### src/rtl/alien_march_ctrl_pkg.sv
// Shared invaders geometry: alien cell size and pitch, grid dimensions,
// screen size, the march FSM state encoding and a live-count helper.
// No ports; imported by alien_march_ctrl and alien_hit_locator.
package alien_march_ctrl_pkg;

    localparam int CELL_W     = 30;
    localparam int CELL_H     = 20;
    localparam int PITCH_X    = 40;
    localparam int PITCH_Y    = 30;
    localparam int GRID_COLS  = 10;
    localparam int GRID_ROWS  = 5;
    localparam int GRID_CELLS = GRID_COLS * GRID_ROWS;
    localparam int SCREEN_W   = 640;
    localparam int SCREEN_H   = 480;

    localparam logic [1:0] ST_RUN_R   = 2'd0;
    localparam logic [1:0] ST_RUN_L   = 2'd1;
    localparam logic [1:0] ST_CLEARED = 2'd2;
    localparam logic [1:0] ST_LANDED  = 2'd3;

    localparam logic [GRID_CELLS-1:0] GRID_FULL = '1;

    function automatic logic [5:0] live_count(input logic [GRID_CELLS-1:0] grid);
        logic [5:0] n;
        n = '0;
        for (int i = 0; i < GRID_CELLS; i++) begin
            if (grid[i]) n = n + 6'd1;
        end
        return n;
    endfunction

endpackage

### src/rtl/alien_march_ctrl_hit_locator.sv
// alien_hit_locator: combinational point-to-cell decode.
// Ports:
//   px_i / py_i         bullet pixel column / row
//   org_col_i/org_row_i formation top-left pixel
//   hit_o               point lies inside some cell body (liveness not checked)
//   idx_o               cell index, row*10 + col (valid only when hit_o)
module alien_hit_locator
    import alien_march_ctrl_pkg::*;
(
    input  logic [9:0] px_i,
    input  logic [8:0] py_i,
    input  logic [9:0] org_col_i,
    input  logic [8:0] org_row_i,
    output logic       hit_o,
    output logic [5:0] idx_o
);

    logic [10:0] dx, dy;
    logic [10:0] cell_c, cell_r;
    logic [10:0] off_x, off_y;
    logic        right_of, below;

    always_comb begin
        right_of = (px_i >= org_col_i);
        below    = (py_i >= org_row_i);
        // Offsets wrap when the point is above/left of the origin; the
        // right_of/below qualifiers reject those cases.
        dx       = 11'(px_i) - 11'(org_col_i);
        dy       = 11'(py_i) - 11'(org_row_i);
        cell_c   = dx / 11'(PITCH_X);
        cell_r   = dy / 11'(PITCH_Y);
        off_x    = dx % 11'(PITCH_X);
        off_y    = dy % 11'(PITCH_Y);
        hit_o    = right_of && below
                && (cell_c < 11'(GRID_COLS)) && (cell_r < 11'(GRID_ROWS))
                && (off_x < 11'(CELL_W)) && (off_y < 11'(CELL_H));
        idx_o    = 6'(cell_r * 11'(GRID_COLS) + cell_c);
    end

endmodule

### src/rtl/alien_march_ctrl.sv
// alien_march_ctrl: marches a 5x10 alien formation across the screen,
// drops a row at each edge, removes aliens hit by the player bullet and
// reports cleared / landed.
// Ports:
//   Clk, Reset (sync, active-high), FrameTick (per-frame pulse),
//   Restart (reload from CLEARED/LANDED), BulletRow/BulletCol/BulletExists,
//   Aliens_Grid (live mask, bit = row*10+col), AliensRow/AliensCol (origin),
//   BulletHit (kill pulse), AllDead, Landed.
//
// state      | meaning
// RUN_R      | marching right
// RUN_L      | marching left
// CLEARED    | every alien destroyed, frozen until Restart
// LANDED     | formation reached LAND_ROW, frozen until Restart
module alien_march_ctrl
    import alien_march_ctrl_pkg::*;
#(
    parameter int STEP_X         = 8,
    parameter int STEP_Y         = 10,
    parameter int STEP_FRAMES    = 32,
    parameter int FAST_FRAMES    = 8,
    parameter int FAST_THRESHOLD = 10,
    parameter int START_COL      = 120,
    parameter int START_ROW      = 40,
    parameter int LAND_ROW       = 440
)
(
    input  logic                  Clk,
    input  logic                  Reset,
    input  logic                  FrameTick,
    input  logic                  Restart,
    input  logic [8:0]            BulletRow,
    input  logic [9:0]            BulletCol,
    input  logic                  BulletExists,
    output logic [GRID_CELLS-1:0] Aliens_Grid,
    output logic [8:0]            AliensRow,
    output logic [9:0]            AliensCol,
    output logic                  BulletHit,
    output logic                  AllDead,
    output logic                  Landed
);

    logic [1:0]            state_q, state_d;
    logic [GRID_CELLS-1:0] grid_q, grid_d;
    logic [9:0]            col_q, col_d;
    logic [8:0]            row_q, row_d;
    logic [7:0]            cnt_q, cnt_d;
    logic                  lock_q, lock_d;
    logic                  hit_q, hit_d;

    logic [GRID_COLS-1:0]  col_live;
    logic [GRID_ROWS-1:0]  row_live;
    logic [3:0]            lc, rc;
    logic [2:0]            bm;
    logic [5:0]            live_n;
    logic [7:0]            period;
    logic [7:0]            cnt_inc;
    logic                  step_due;
    logic [10:0]           right_edge, left_edge, bottom_edge;
    logic                  land_now;
    logic                  loc_hit;
    logic [5:0]            loc_idx;
    logic                  hit_fire;

    alien_hit_locator u_locator (
        .px_i      (BulletCol),
        .py_i      (BulletRow),
        .org_col_i (col_q),
        .org_row_i (row_q),
        .hit_o     (loc_hit),
        .idx_o     (loc_idx)
    );

    // Live extents: only columns/rows that still hold an alien bound the march.
    always_comb begin
        col_live = '0;
        row_live = '0;
        for (int r = 0; r < GRID_ROWS; r++) begin
            for (int c = 0; c < GRID_COLS; c++) begin
                if (grid_q[r*GRID_COLS + c]) begin
                    col_live[c] = 1'b1;
                    row_live[r] = 1'b1;
                end
            end
        end
        lc = '0;
        rc = '0;
        bm = '0;
        for (int c = GRID_COLS - 1; c >= 0; c--) begin
            if (col_live[c]) lc = 4'(c);
        end
        for (int c = 0; c < GRID_COLS; c++) begin
            if (col_live[c]) rc = 4'(c);
        end
        for (int r = 0; r < GRID_ROWS; r++) begin
            if (row_live[r]) bm = 3'(r);
        end
    end

    always_comb begin
        live_n      = live_count(grid_q);
        period      = (live_n <= 6'(FAST_THRESHOLD)) ? 8'(FAST_FRAMES) : 8'(STEP_FRAMES);
        cnt_inc     = cnt_q + 8'd1;
        // >= rather than == so a period shrinking below the current count
        // still fires on the next tick instead of wrapping the counter.
        step_due    = FrameTick && (cnt_inc >= period);
        right_edge  = 11'(col_q) + 11'(PITCH_X) * 11'(rc) + 11'(CELL_W) + 11'(STEP_X);
        left_edge   = 11'(col_q) + 11'(PITCH_X) * 11'(lc);
        bottom_edge = 11'(row_q) + 11'(PITCH_Y) * 11'(bm) + 11'(CELL_H);
        land_now    = (bottom_edge >= 11'(LAND_ROW));
        hit_fire    = BulletExists && !lock_q && loc_hit && grid_q[loc_idx];
    end

    always_comb begin
        state_d = state_q;
        grid_d  = grid_q;
        col_d   = col_q;
        row_d   = row_q;
        cnt_d   = cnt_q;
        lock_d  = BulletExists ? lock_q : 1'b0;
        hit_d   = 1'b0;

        case (state_q)
            ST_RUN_R, ST_RUN_L: begin
                if (grid_q == '0) begin
                    state_d = ST_CLEARED;
                end else if (land_now) begin
                    state_d = ST_LANDED;
                end else begin
                    if (FrameTick) begin
                        cnt_d = step_due ? 8'd0 : cnt_inc;
                    end
                    if (step_due) begin
                        if (state_q == ST_RUN_R) begin
                            if (right_edge > 11'(SCREEN_W)) begin
                                row_d   = row_q + 9'(STEP_Y);
                                state_d = ST_RUN_L;
                            end else begin
                                col_d = col_q + 10'(STEP_X);
                            end
                        end else begin
                            if (left_edge < 11'(STEP_X)) begin
                                row_d   = row_q + 9'(STEP_Y);
                                state_d = ST_RUN_R;
                            end else begin
                                // Saturate: a dead left column can let the
                                // origin sit left of STEP_X.
                                col_d = (col_q >= 10'(STEP_X)) ? (col_q - 10'(STEP_X)) : 10'd0;
                            end
                        end
                    end
                    if (hit_fire) begin
                        grid_d[loc_idx] = 1'b0;
                        hit_d           = 1'b1;
                        lock_d          = 1'b1;
                    end
                end
            end
            ST_CLEARED, ST_LANDED: begin
                if (Restart) begin
                    grid_d  = GRID_FULL;
                    col_d   = 10'(START_COL);
                    row_d   = 9'(START_ROW);
                    cnt_d   = 8'd0;
                    state_d = ST_RUN_R;
                end
            end
            default: state_d = ST_RUN_R;
        endcase
    end

    always_ff @(posedge Clk) begin
        if (Reset) begin
            state_q <= ST_RUN_R;
            grid_q  <= GRID_FULL;
            col_q   <= 10'(START_COL);
            row_q   <= 9'(START_ROW);
            cnt_q   <= 8'd0;
            lock_q  <= 1'b0;
            hit_q   <= 1'b0;
        end else begin
            state_q <= state_d;
            grid_q  <= grid_d;
            col_q   <= col_d;
            row_q   <= row_d;
            cnt_q   <= cnt_d;
            lock_q  <= lock_d;
            hit_q   <= hit_d;
        end
    end

    assign Aliens_Grid = grid_q;
    assign AliensRow   = row_q;
    assign AliensCol   = col_q;
    assign BulletHit   = hit_q;
    assign AllDead     = (state_q == ST_CLEARED);
    assign Landed      = (state_q == ST_LANDED);

endmodule
### config.mk
export PLATFORM = sky130hd
export DESIGN_NAME = alien_march_ctrl
export DESIGN_NICKNAME = d
export VERILOG_FILES = /design/src/rtl/alien_march_ctrl_pkg.sv /design/src/rtl/alien_march_ctrl_hit_locator.sv /design/src/rtl/alien_march_ctrl.sv
export SDC_FILE = /design/constraint.sdc
export NUM_CORES = 1
export LEC_CHECK = 0
export CAP_MARGIN = 20
export CORE_MARGIN = 2
export CORE_UTILIZATION = 32
export DETAILED_ROUTE_END_ITERATION = 8
export PLACE_DENSITY_LB_ADDON = 0.05
export REMOVE_ABC_BUFFERS = 1
export SLEW_MARGIN = 10
export SYNTH_ARGS = -nofsm -noshare
export SYNTH_HDL_FRONTEND = slang
export SYNTH_SLANG_ARGS = --single-unit
### constraint.sdc
create_clock -name Clk -period 83.2 [get_ports Clk]
set_clock_uncertainty 0.2 [all_clocks]
set_input_delay 20.8 -clock Clk [delete_from_list [all_inputs] [get_ports Clk]]
set_output_delay 20.8 -clock Clk [all_outputs]
set_load 0.01 [all_outputs]
==> results.ini, run 1 <==
[final_layout]
layout_commonest_cell=nand2_1
area_growth_pct=12.11
n_antenna_cell=0
fill_cells=4755
drive_gt1_frac=0.06913
final_cell_mix=nand2_1 (190), nor2_1 (174), xnor2_1 (143)
nets=2076

[synth]
synth_top_area_share=0.1115
ys_types=100
ys_ff_latch=77
yosysTopAreaCell=ha_1
async_reset_ff_frac=0
syn_avg_cell_area_um2=7.503
synth-main-ff-cell=dfxtp_1
syn_inst=1885
synth-seq-area-share=0.1090
synthTopCellsByArea=ha_1 (11%), dfxtp_1 (11%), xnor2_1 (8.9%), nand2_1 (5.1%), a21oi_1 (4.7%)
yosysWarnings=0
netlist_area_um2=14140
synth_edf_count=0

[floorplan]
rows=77
ios=96
dieArea_um2=45890
core_um2=43930
initial_core_util=0.3219
die_y_um=214.2
die_w_um=214.2

[sta]
rsz0062_at_grt=no
finalSetupViolCount=0
fin_crit_sh=0.4125
fin_crit_ns=34.32
tns_ns=0
final_hold_viol_count=0
fin_ws_ns=48.88
max_slew_margin=0.2895
worstMarginPinSlew_ns=1.062
fmax_ghz=0.02914
report.final.slew_viol_count=0

[setup_path]
crit_type=flip-flop to flip-flop
critical_path.most_common_cell=ha_1
crit_arrival_ns=34.33
reg2regPathDepth=182
cp-start-kind=flip-flop
slowest_delay_ns=0.45
critPathMaxFanout=10
worstSetupEndpointType=flip-flop
slowest_stage=nor4_1
critPathRequiredTime_ns=83.21

[clock_network]
cts_buffers=9
h-tree-depth=3
cts_sinks=77
clk_pin_slew_worst_paths_ns=0.07
clockRootBuffer=clkbuf_16
cts_buffer_depth=2
clock_latency_ns=0.35
post_cts_buffers=0
ctsHoldBuffers=0
cts.repair.resized=0
cts_tree=done

[grt]
grt_pass1_vias=13000
antenna_found_initial=0
grt.overflow.total=0
grtUsageTotal=0.1857
grt_max_degree=57
grt_pass1_wl_mm=69.85

[route]
first_pass_iters=4
via_count=13340
drtIter0Drc=646
drc=0
wire_per_inst_um=17.28
drtAntennaViolNets=0
vias_per_cell=5.301
postRouteWirelength_mm=43.47

[worst_hold_path]
hp-class=flip-flop to flip-flop
hold_depth=2

[place]
place.gp.congestion=0.8419
dp_hpwl_mm=34.93
preCtsSetupSlack_ns=48.91
place.port_buffers=91

[outcome]
status=complete, no violations

[job]
maxCapViolCount=0

-- kinds of logic (layout without fill, tap and decap cells) --
group	after synthesis	after routing	synth area share
multiplexers	52	52	0.04424
adder cells (fa/ha/maj)	135	135	0.1228
AO/OA/AOI/OAI	468	468	0.2113
AND/OR/NAND/NOR	673	673	0.2322
XOR/XNOR	277	277	0.2245
flip-flops	77	77	0.1090
other	2	8	0.0005310
buffers and inverters	201	234	0.05547
-- path summary, 6_finish.rpt --
| kind | start | end | slack [ns] |
|---|---|---|---|
| max | Aliens_Grid[0]$_SDFFE_PP1P_ | AliensRow[8]$_SDFFE_PP0P_ | 48.88 |
| min | lock_q$_SDFF_PP0_ | lock_q$_SDFF_PP0_ | 0.29 |
| max reg2reg | Aliens_Grid[0]$_SDFFE_PP1P_ | AliensRow[8]$_SDFFE_PP0P_ | 48.88 |
| min reg2reg | lock_q$_SDFF_PP0_ | lock_q$_SDFF_PP0_ | 0.29 |
-- sequential cells by signal (all words and copies together) (netlist names) --
register,count
Aliens_Grid,50
AliensCol,7
state_q,2
lock_q,1
AliensRow,8
BulletHit,1
cnt_q,8
-- worst max-delay path, delay by kind of cell (launching register included) --
| family | cells | cell delay [ns] |
|---|---|---|
| xor gates and xnor gates | 2 | 0.49 |
| DFF | 1 | 0.40 |
| buffers and inverters | 16 | 1.31 |
| muxes | 11 | 2.43 |
| adders and majority gates | 49 | 14.45 |
| and+or+nand+nor | 53 | 6.79 |
| AOI/OAI and AO/OA | 51 | 8.14 |
-- metal layers --
| metal | share of wire | track usage |
|---|---|---|
| met5 | 0 | 0 |
| met1 | 0.48 | 0.2474 |
| met4 | 0.016 | 0.03727 |
| met3 | 0.030 | 0.01773 |
| met2 | 0.47 | 0.3258 |
-- Yosys cell counts, types with 11 or more instances --
cell type,instances
and3_1,14
o22ai_1,18
ha_1,126
nor2_1,174
xnor2_1,143
nand3b_1,12
a21o_1,25
and2_1,14
xnor3_1,14
nor4_1,17
a21oi_1,132
nand2_1,191
nand2b_1,25
nand3_1,78
clkbuf_1,68
xor2_1,74
mux2i_1,22
o211ai_1,15
o31ai_1,11
xnor2_4,12
nor2b_1,17
a31oi_1,31
xnor2_2,20
inv_1,113
nor3b_1,11
mux2_2,23
nand4_1,20
dfxtp_1,77
o21a_1,11
or3_1,13
o21ai_0,106
nor3_1,36
-- area by class of cell --
| class | instances | area [um2] | share of cell area |
|---|---|---|---|
| clock buffer | 9 | 225.2 | 0.01420 |
| clock inverter | 7 | 66.31 | 0.004182 |
| inverter | 119 | 449.2 | 0.02833 |
| multi-input combinational | 1613 | 11860 | 0.7478 |
| sequential | 77 | 1541 | 0.09722 |
| tap | 592 | 740.7 | 0.04672 |
| timing repair buffer | 99 | 975.9 | 0.06155 |
-- stage by stage --
stage	hold slack [ns]	std cells	utilization	cell area, um2
after floorplan	0.2392	1809	-	13830
after global placement	0.2794	2498	0.3538	15540
after detailed placement	0.2982	2499	0.3542	15560
after CTS	0.3080	2515	0.3608	15850
after global routing	0.3536	2516	0.3609	15860
final	0.2945	2516	0.3609	15860
Power of run 1 is left out: the tool's default activity adds up to more than one toggle a clock period on the data nets, which glitch-free logic cannot reach.
==> run 2, diff against run 1 <==
==> constraint.sdc (replaced) <==
create_clock -name Clk -period 28.5 [get_ports Clk]
set_clock_uncertainty 0.2 [all_clocks]
set_input_delay 7.125 -clock Clk [delete_from_list [all_inputs] [get_ports Clk]]
set_output_delay 7.125 -clock Clk [all_outputs]
set_load 0.01 [all_outputs]
==> results.ini, run 2 (synthesized netlist as in run 1, its figures left out) <==
[clock_network]
cts_sinks=77
cts_tree=done
clock_latency_ns=0.35
h-tree-depth=3
clk_pin_slew_worst_paths_ns=0.06
cts_buffer_depth=2
clockRootBuffer=clkbuf_16
cts_buffers=9
ctsHoldBuffers=0

[worst_hold_path]
hp-class=flip-flop to flip-flop

[setup_path]
crit_type=flip-flop to flip-flop
crit_arrival_ns=28.89
worstSetupEndpointType=flip-flop
reg2reg_setup_slack_ns=-0.38
slowest_delay_ns=0.33
cp-start-kind=flip-flop
critPathRequiredTime_ns=28.51
critical_path.most_common_cell=ha_1
critPathMaxFanout=6
slowest_stage=dfxtp_2

[final_layout]
final_cell_mix=nor2_1 (166), nand2_1 (166), buf_4 (159)
area_growth_pct=26.49
fin_util=0.4072
final_cells=2674
nets=2234
drive_gt1_frac=0.2003
n_antenna_cell=0
fill_cells=4626
largest_reg_flops=50

[floorplan]
die_w_um=214.2
initial_core_util=0.3219
dieArea_um2=45890
die_y_um=214.2
ios=96
rows=77
core_um2=43930

[sta]
max_slew_margin=0.2831
finalSetupViolCount=20
final_hold_viol_count=0
worstMarginPinSlew_ns=1.072
rsz0062_at_grt=yes
fin_crit_ns=28.88
fin_crit_sh=1.013
whs_ns=0.2759
report.final.slew_viol_count=0
fin_ws_ns=-0.3824
fmax_ghz=0.03462

[grt]
grtUsageTotal=0.1904
grt_pass1_wl_mm=72.42
antenna_found_initial=0
grt.overflow.total=0
grt_pass1_vias=13630
grt_max_degree=57

[route]
via_count=13970
vias_per_cell=5.225
postRouteWirelength_mm=44.98
first_pass_iters=5
drtIter0Drc=694
wire_per_inst_um=16.82
drtAntennaViolNets=0
drc=0

[place]
dpl.cell_count=2635
place.port_buffers=91
place.gp.congestion=0.8272
dp_hpwl_mm=35.75

[outcome]
status=finished with violations
failed_checks=negative setup slack

[job]
maxCapViolCount=0

[run 2: changes by cell type in the layout (fill, tap and decap cells not counted), moves of 13 or more]
cell,before,now
ha_1,126,103
ha_4,0,22
nand2_1,190,166
o21ai_2,0,13
nand2_2,2,19
buf_4,6,159
o21ai_0,106,82
[run 2: through the flow]
stage | setup WS [ns] | setup TNS [ns] | area (um2)
2_1_floorplan | -2.654 | -45.33 | 13830
3_3_place_gp | -1.788 | -30.20 | 16570
3_5_place_dp | -2.615 | -47.59 | 16570
4_1_cts | -2.274 | -42.46 | 17020
5_1_grt | -2.138 | -40.71 | 17890
6_report | -0.3824 | -4.147 | 17890
[run 2: path summary, 6_finish.rpt]
check                                                  from                        end  cells past startpoint
worst max-delay path            Aliens_Grid[0]$_SDFFE_PP1P_  AliensRow[7]$_SDFFE_PP0P_                    182
worst min-delay path                      lock_q$_SDFF_PP0_          lock_q$_SDFF_PP0_                      2
worst max register to register  Aliens_Grid[0]$_SDFFE_PP1P_  AliensRow[7]$_SDFFE_PP0P_                    182
worst min register to register            lock_q$_SDFF_PP0_          lock_q$_SDFF_PP0_                      2
[run 2: per-layer routing]
layer / GRT usage / up-vias / part of all wire
li1: - / 7105 / -
met1: 0.2515 / 6596 / 0.47
met2: 0.3372 / 233 / 0.48
met3: 0.01986 / 38 / 0.031
met4: 0.03472 / 0 / 0.013
met5: 0 / - / 0
[run 2: critical path: cells and delay by family (launching register included)]
kind / cells / cell delay (ns)
compound gates: 51 / 5.71
xor+xnor: 2 / 0.25
mux: 11 / 2.67
buf+inv: 16 / 1.22
fa+ha+maj: 49 / 13.17
simple gates: 53 / 5.22
flops: 1 / 0.33
[run 2: area by class of cell]
| cell class | count | area (um2) | share of cell area |
|---|---|---|---|
| multi-input combinational | 1613 | 12660 | 0.7078 |
| timing repair buffer | 257 | 2183 | 0.1221 |
| sequential | 77 | 1544 | 0.08631 |
| tap | 592 | 740.7 | 0.04141 |
| inverter | 119 | 449.2 | 0.02511 |
| clock buffer | 10 | 239.0 | 0.01336 |
| clock inverter | 6 | 71.32 | 0.003987 |
[run 2: timing repair]
item / CTS / global route
hold endpoints to repair: 0 / 0
resized for setup: 30 / 160
pin swaps: 14 / 87
setup endpoints to repair: 22 / 22
buffers inserted: 2 / 21
Power of run 2 is left out for the same reason.
==> run 3, diff against run 2 <==
==> constraint.sdc (replaced) <==
create_clock -name Clk -period 25.7 [get_ports Clk]
set_clock_uncertainty 0.2 [all_clocks]
set_input_delay 6.425 -clock Clk [delete_from_list [all_inputs] [get_ports Clk]]
set_output_delay 6.425 -clock Clk [all_outputs]
set_load 0.01 [all_outputs]
==> results.ini, run 3 (synthesized netlist as in run 1, its figures left out) <==
[floorplan]
core_um2=43930
die_w_um=214.2
initial_core_util=0.3219
ios=96
rows=77
die_y_um=214.2
dieArea_um2=45890

[setup_path]
critical_path.most_common_cell=ha_1
crit_arrival_ns=28.64
slowest_stage=dfxtp_2
reg2regPathDepth=182
cp-start-kind=flip-flop
critPathRequiredTime_ns=25.72
worstSetupEndpointType=flip-flop
critPathMaxFanout=4
crit_type=flip-flop to flip-flop
slowest_delay_ns=0.33

[clock_network]
cts_buffer_depth=2
cts_sinks=77
cts_buffers=9
ctsHoldBuffers=0
clockRootBuffer=clkbuf_16
cts_tree=done
h-tree-depth=3
clock_latency_ns=0.35
clk_pin_slew_worst_paths_ns=0.06

[route]
via_count=14290
wire_per_inst_um=16.67
drtAntennaViolNets=0
vias_per_cell=5.224
drc=0
drtIter0Drc=792
postRouteWirelength_mm=45.60
first_pass_iters=5

[final_layout]
n_antenna_cell=0
regArea_um2=1544
largest_reg_flops=50
final_cell_mix=buf_4 (221), nor2_1 (166), nand2_1 (165)
nets=2295
layout_commonest_cell=buf_4
multi_input_area_um2=12650
fill_cells=4587
area_growth_pct=29.82
drive_gt1_frac=0.2221

[worst_hold_path]
hold_depth=2
hp-class=flip-flop to flip-flop

[place]
dp_hpwl_mm=36.00
place.port_buffers=91
place.gp.congestion=0.8414

[sta]
whs_ns=0.2835
rsz0062_at_grt=yes
fin_crit_sh=1.114
fmax_ghz=0.03494
report.final.slew_viol_count=0
fin_ws_ns=-2.923
worstMarginPinSlew_ns=1.070
fin_crit_ns=28.62
max_slew_margin=0.2844
final_hold_viol_count=0
finalSetupViolCount=22

[grt]
grt_pass1_vias=13840
grtUsageTotal=0.1911
antenna_found_initial=0
grt_pass1_wl_mm=72.66
grt_max_degree=57
grt.overflow.total=0

[outcome]
failed_checks=negative setup slack
status=finished with violations

[job]
maxCapViolCount=0

## run 3: cell types whose count changed in the layout (fill, tap and decap cells not counted), sizes merged
cell and delta:
buf +61, bufinv +1, clkbuf -1, clkinv +1, clkinvlp -1
## run 3: timing repair
action	in CTS	in global routing
setup endpoints to repair	22	22
buffers inserted	12	36
pin swaps	12	68
resized for setup	31	150
## run 3: stage by stage
stage                     instances  setup TNS [ns]  utilization  worst slack, ns  instance area (um2)
final                          2735          -58.48       0.4179           -2.923                18360
after global routing           2735          -92.68       0.4179           -4.477                18360
after CTS                      2700          -97.81       0.3960           -4.757                17400
after detailed placement       2672         -105.84       0.3836           -5.281                16850
after global placement         2671          -90.76       0.3834           -4.555                16840
after floorplan                1809         -106.93            -           -5.454                13830
## run 3: critical path: cells and delay by family (launching register included)
family,cells,cell delay (ns)
compound gates,51,5.72
xor+xnor,2,0.29
fa+ha+maj,49,13.16
buf+inv,16,1.17
flops,1,0.33
mux,11,2.58
simple gates,53,5.03
## run 3: layout make-up
| cell class | count | share of cell area |
|---|---|---|
| Tap cell | 592 | 0.04034 |
| Sequential cell | 77 | 0.08409 |
| Clock inverter | 7 | 0.005384 |
| Multi-Input combinational cell | 1613 | 0.6889 |
| Timing Repair Buffer | 318 | 0.1445 |
| Inverter | 119 | 0.02447 |
| Clock buffer | 9 | 0.01227 |
## run 3: final timing paths
check / slack, ns / endpoint / from
min reg2reg: 0.28 / lock_q$_SDFF_PP0_ / lock_q$_SDFF_PP0_
max reg2reg: -2.92 / AliensRow[7]$_SDFFE_PP0P_ / Aliens_Grid[0]$_SDFFE_PP1P_
min: 0.28 / lock_q$_SDFF_PP0_ / lock_q$_SDFF_PP0_
max: -2.92 / AliensRow[7]$_SDFFE_PP0P_ / Aliens_Grid[0]$_SDFFE_PP1P_
## run 3: routing by layer
layer,vias to the layer above,GRT usage,part of all wire
met5,-,0,0
met3,40,0.01872,0.027
met1,6811,0.2539,0.48
li1,7216,-,-
met2,220,0.3334,0.48
met4,0,0.04329,0.016
Power of run 3 is left out for the same reason.
